===== src/rtl/sl_preceptron_mem_reader.sv =====
// sl_preceptron_mem_reader: streams `length` consecutive RAM words from `base_addr` as valid/ready beats.
// Optional running checksum output enabled by defining SL_PRECEPTRON_RD_CHECKSUM_EN.
`default_nettype none

module sl_preceptron_mem_reader #(
    parameter int DATA_WIDTH = 8,
    parameter int ADDR_WIDTH = 6
) (
    input  logic                    clk,
    input  logic                    rst,
    input  logic                    start,
    input  logic [ADDR_WIDTH-1:0]   base_addr,
    input  logic [ADDR_WIDTH:0]     length,
    output logic                    busy,
    output logic                    done,
    output logic                    mem_wen,
    output logic                    mem_ren,
    output logic [ADDR_WIDTH-1:0]   mem_addr,
    output logic [DATA_WIDTH-1:0]   mem_wdata,
    input  logic [DATA_WIDTH-1:0]   mem_rdata,
    output logic                    out_valid,
    input  logic                    out_ready,
    output logic [DATA_WIDTH-1:0]   out_data,
`ifdef SL_PRECEPTRON_RD_CHECKSUM_EN
    output logic [DATA_WIDTH+7:0]   checksum,
`endif
    output logic                    out_last
);

    typedef enum logic [1:0] {
        S_IDLE  = 2'd0,
        S_READ  = 2'd1,
        S_DRAIN = 2'd2,
        S_FIN   = 2'd3
    } state_t;

    state_t                  state_q, state_d;
    logic [ADDR_WIDTH-1:0]   base_q;
    logic [ADDR_WIDTH:0]     len_q;
    logic [ADDR_WIDTH:0]     issued_q;
    logic [ADDR_WIDTH:0]     popped_q;
    logic                    inflight_q;
    logic [ADDR_WIDTH-1:0]   addr_q;
    logic [DATA_WIDTH-1:0]   fifo_q [2];
    logic                    wr_ptr_q;
    logic                    rd_ptr_q;
    logic [1:0]              cnt_q;
    // Zero-length commands spend one extra cycle in FIN so done lands two cycles after accept.
    logic                    zwait_q;
`ifdef SL_PRECEPTRON_RD_CHECKSUM_EN
    logic [DATA_WIDTH+7:0]   checksum_q;
`endif

    logic                    w_accept;
    logic                    w_pop;
    logic                    w_push;
    logic                    w_ren;
    logic [2:0]              w_occ;
    logic [ADDR_WIDTH-1:0]   w_rd_addr;

    assign w_accept  = (state_q == S_IDLE) && start;
    assign out_valid = (cnt_q != 2'd0);
    assign w_pop     = out_valid && out_ready;
    assign w_push    = inflight_q;
    // Credit: words buffered plus the word in flight, less the one leaving now, must stay below 2.
    assign w_occ     = {1'b0, cnt_q} + {2'b00, inflight_q};
    assign w_rd_addr = base_q + issued_q[ADDR_WIDTH-1:0];
    assign w_ren     = (state_q == S_READ) && (issued_q < len_q)
                       && (w_occ < (3'd2 + {2'b00, w_pop}));

    assign mem_wen   = 1'b0;
    assign mem_wdata = '0;
    assign mem_ren   = w_ren;
    assign mem_addr  = w_ren ? w_rd_addr : addr_q;
    assign out_data  = fifo_q[rd_ptr_q];
    assign out_last  = out_valid && (popped_q == (len_q - 1'b1));
    assign busy      = (state_q == S_READ) || (state_q == S_DRAIN);
    assign done      = (state_q == S_FIN) && !zwait_q;
`ifdef SL_PRECEPTRON_RD_CHECKSUM_EN
    assign checksum  = checksum_q;
`endif

    always_comb begin
        state_d = state_q;
        case (state_q)
            S_IDLE: begin
                if (start) begin
                    state_d = (length == '0) ? S_FIN : S_READ;
                end
            end
            S_READ: begin
                if (w_ren && ((issued_q + 1'b1) == len_q)) begin
                    state_d = S_DRAIN;
                end
            end
            S_DRAIN: begin
                if (w_pop && out_last) begin
                    state_d = S_FIN;
                end
            end
            S_FIN: begin
                if (!zwait_q) begin
                    state_d = S_IDLE;
                end
            end
            default: state_d = S_IDLE;
        endcase
    end

    always_ff @(posedge clk) begin
        if (rst) begin
            state_q <= S_IDLE;
        end else begin
            state_q <= state_d;
        end
    end

    always_ff @(posedge clk) begin
        if (rst) begin
            base_q     <= '0;
            len_q      <= '0;
            issued_q   <= '0;
            popped_q   <= '0;
            inflight_q <= 1'b0;
            addr_q     <= '0;
            zwait_q    <= 1'b0;
        end else begin
            inflight_q <= w_ren;
            if (w_accept) begin
                base_q   <= base_addr;
                len_q    <= length;
                issued_q <= '0;
                popped_q <= '0;
                zwait_q  <= (length == '0);
            end else begin
                if (state_q == S_FIN) begin
                    zwait_q <= 1'b0;
                end
                if (w_ren) begin
                    issued_q <= issued_q + 1'b1;
                    addr_q   <= w_rd_addr;
                end
                if (w_pop) begin
                    popped_q <= popped_q + 1'b1;
                end
            end
        end
    end

    // Two-entry output FIFO; the credit rule keeps cnt_q at or below 2.
    always_ff @(posedge clk) begin
        if (rst) begin
            fifo_q[0] <= '0;
            fifo_q[1] <= '0;
            wr_ptr_q  <= 1'b0;
            rd_ptr_q  <= 1'b0;
            cnt_q     <= 2'd0;
        end else begin
            if (w_push) begin
                fifo_q[wr_ptr_q] <= mem_rdata;
                wr_ptr_q         <= ~wr_ptr_q;
            end
            if (w_pop) begin
                rd_ptr_q <= ~rd_ptr_q;
            end
            case ({w_push, w_pop})
                2'b10:   cnt_q <= cnt_q + 2'd1;
                2'b01:   cnt_q <= cnt_q - 2'd1;
                default: cnt_q <= cnt_q;
            endcase
        end
    end

`ifdef SL_PRECEPTRON_RD_CHECKSUM_EN
    always_ff @(posedge clk) begin
        if (rst) begin
            checksum_q <= '0;
        end else if (w_accept) begin
            checksum_q <= '0;
        end else if (w_pop) begin
            checksum_q <= checksum_q + {8'd0, out_data};
        end
    end
`endif

endmodule

`default_nettype wire


===== config.mk =====
export PLATFORM = sky130hd
export DESIGN_NAME = sl_preceptron_mem_reader
export DESIGN_NICKNAME = d
export VERILOG_FILES = /design/src/rtl/sl_preceptron_mem_reader.sv
export SDC_FILE = /design/constraint.sdc
export NUM_CORES = 1
export LEC_CHECK = 0
export CAP_MARGIN = 30
export CORE_UTILIZATION = 30
export DETAILED_ROUTE_END_ITERATION = 10
export DONT_BUFFER_PORTS = 1
export GPL_TIMING_DRIVEN = 0
export PLACE_DENSITY = 0.5
export SYNTH_ARGS = -nofsm -noshare
export SYNTH_HDL_FRONTEND = slang
export SYNTH_SLANG_ARGS = --single-unit
export TNS_END_PERCENT = 100

===== constraint.sdc =====
create_clock -name clk -period 3 [get_ports clk]
set_input_delay 0.6 -clock clk [delete_from_list [all_inputs] [get_ports clk]]
set_output_delay 0.6 -clock clk [all_outputs]
set_load 0.005 [all_outputs]

==> impl_metrics.yaml <==
floorplanning:
  start_util: 0.308
  core_area_sq_um: 10300
  die_h_um: 105
  fp-row-count: 37
  die_w_um: 105
  io-pin-count: 53
  die-area_sq_um: 11000
worst_hold_path:
  hp-class: "in2reg"
clock_tree:
  ctsHoldBuffers: 0
  h-tree-depth: 3
  clkSinkCount: 58
  cts_buffers: 9
  clock-root-buffer: "clkbuf_8"
  cts_tree: "built"
  clock_path_buffers: 2
  path_clk_slew_ps: 70
  insertion_delay_ps: 330
sta:
  maxSlewHeadroom: 0.359
  drv_slew: 0
  final-setup-viol-count: 0
  fin_setup_tns_ps: 0
  finalCritPeriodShare: 0.942
  fin_crit_ps: 2830
  finClkSkew_ps: 5.03
  fmax_ghz: 0.354
  finalHoldViolCount: 0
  rsz0062_at_grt: "false"
  worst_pin_slew_ps: 953
logic_synthesis:
  synthCells: 323
  synth_edf_count: 16
  async_flop_share: 0
  synthFlopType: "dfxtp_1"
  synth_most_common_cell: "dfxtp_1"
  synth_area_leaders: "dfxtp_1 27%, edfxtp_1 15%, ha_1 9.1%"
  syn_area_sq_um: 3170
  ys_ff_latch: 58
  synth.yosys.seq_area_share: 0.417
  synth_cell_types: 49
  synth.avg_cell_area_sq_um: 9.80
  synth_common_cells: "42 x dfxtp_1, 25 x nor2_1, 23 x ha_1, 23 x nand2_1, 23 x xnor2_1"
  yosysTopAreaCell: "dfxtp_1"
  synth_top_area_share: 0.266
  yosys_warnings: 0
drt:
  vias: 2252
  drt_pre_antenna_iters: 4
  post-route-drc-count: 0
  finalWirelength_um: 6830
  wire_per_inst_um: 14.1
  antenna_left: 0
  first_iter_violations: 54
  via_per_inst: 4.65
setup_path:
  worstPathMaxFanout: 7
  cp.arrival_ps: 2230
  slowest_delay_ps: 360
  path_cells: "inv_1 -> ha_1 -> nor2b_1 -> o2111ai_2 -> a31oi_4 -> nor2_4 -> buf_4 -> mux2_2"
  required_ps: 2400
  critPathLaunchType: "register"
  path_class: "reg2out"
  endpoint_kind: "primary output"
  crit_slowest_cell: "mux2_2"
global_route:
  first_global_vias: 2262
  globalRouteOverflowTotal: 0
  grt_pass1_wl_um: 11400
  antenna_found_initial: 0
  grt_max_degree: 12
  grt_usage: 0.136
cells_and_area:
  regArea_sq_um: 1320
  syn_to_final_growth_pct: 13.0
  num_antenna_cells: 0
  multi_input_area_sq_um: 1730
  final_cells: 484
  fillers: 1061
  final_layout_size_suffix_gt1_frac: 0.152
  nets: 392
place:
  hpwl_um: 5150
  port_buffers: 0
  placedCellCount: 467
  gp_congestion: 0.755
run:
  maxCapViolCount: 0
power:
  p_per_area_nw_per_um2: 658
  peakVddDrop_uv: 348
  p_leak_uw: 0.00141
run_status:
  outcome: "finished clean"
==> timing repair <==
| action | CTS | global route |
|---|---|---|
| gates resized for setup | 2 | 6 |
| cloned | 0 | 0 |
| pin swaps | 1 | 0 |
| setup buffers | 1 | 0 |
| setup endpoints to repair | 2 | 5 |
==> cell usage in the layout, fill, tap and decap left out, types with 12 or more instances in the layout <==
cell type	instances
ha_1	23
mux2_2	14
inv_1	21
dfxtp_1	40
o21ai_0	12
xnor2_1	23
nand2_1	23
xor2_1	14
and2_1	16
nor2_1	25
edfxtp_1	16
==> power by group <==
group	total (uW)	switching (uW)	leakage, uW	internal, uW
registers	985	80.6	0.000508	904
logic	747	414	0.000824	332
clock network	623	327	0.0000826	296
==> sequential cells by signal (all words and copies together) (netlist names), named ones only <==
name	cells
base_q	6
issued_q	7
rd_ptr_q	1
cnt_q	2
zwait_q	1
fifo_q	16
popped_q	7
len_q	7
wr_ptr_q	1
inflight_q	1
addr_q	6
state_q	2
==> worst paths after layout <==
check / to / startpoint / slack (ps) / depth (start not counted)
max reg2reg: addr_q[5]$_SDFFE_PP0N_ / cnt_q[0]$_SDFFE_PP0P_ / 680 / 6
min reg2reg: addr_q[1]$_SDFFE_PP0N_ / addr_q[1]$_SDFFE_PP0N_ / 450 / 2
max: mem_addr[4] / len_q[1]$_SDFFE_PP0P_ / 170 / 8
min: len_q[0]$_SDFFE_PP0P_ / length[0] / 380 / 2
==> worst max-delay path, delay by kind of cell, from the launching register on <==
family                   cells  cell delay (ps)
AND/OR/NAND/NOR              2              290
multiplexers                 1              360
adder cells (fa/ha/maj)      1              280
AO/OA/AOI/OAI                2              360
buffers and inverters        2              250
flip-flops                   1              350
==> metrics by stage <==
step	cell area (sq um)	power, uW	worst slack [ps]	hold slack, ps	utilization
5_1_grt	3580	2530	0.761	376	0.348
3_3_place_gp	3370	1710	66.2	437	0.328
3_5_place_dp	3370	1720	62.7	445	0.328
6_report	3580	2350	173	378	0.348
2_1_floorplan	3200	1550	484	426	-
4_1_cts	3550	2370	4.53	365	0.346
==> area by class of cell <==
cell class,instances,share of cell area
sequential,58,0.370
timing repair buffer,1,0.00210
buffer,16,0.0287
inverter,21,0.0220
clock buffer,9,0.0346
tap,136,0.0476
multi-input combinational,236,0.482
clock inverter,7,0.0129
==> metal layers <==
metal | vias to the layer above | track usage | wire [um]
met3 | 12 | 0.0518 | 423
met5 | - | 0 | 0
li1 | 1135 | - | -
met1 | 1057 | 0.160 | 3120
met2 | 48 | 0.219 | 3120
met4 | 0 | 0.0594 | 171
==> logic make-up after synthesis <==
| logic type | share of synthesized area |
|---|---|
| and+or+nand+nor | 0.169 |
| muxes | 0.0529 |
| buffers and inverters | 0.0553 |
| xor gates and xnor gates | 0.102 |
| other | 0.00118 |
| DFF | 0.417 |
| adders and majority gates | 0.0972 |
| AOI/OAI and AO/OA | 0.105 |
Power figures use the tool's default switching activity.
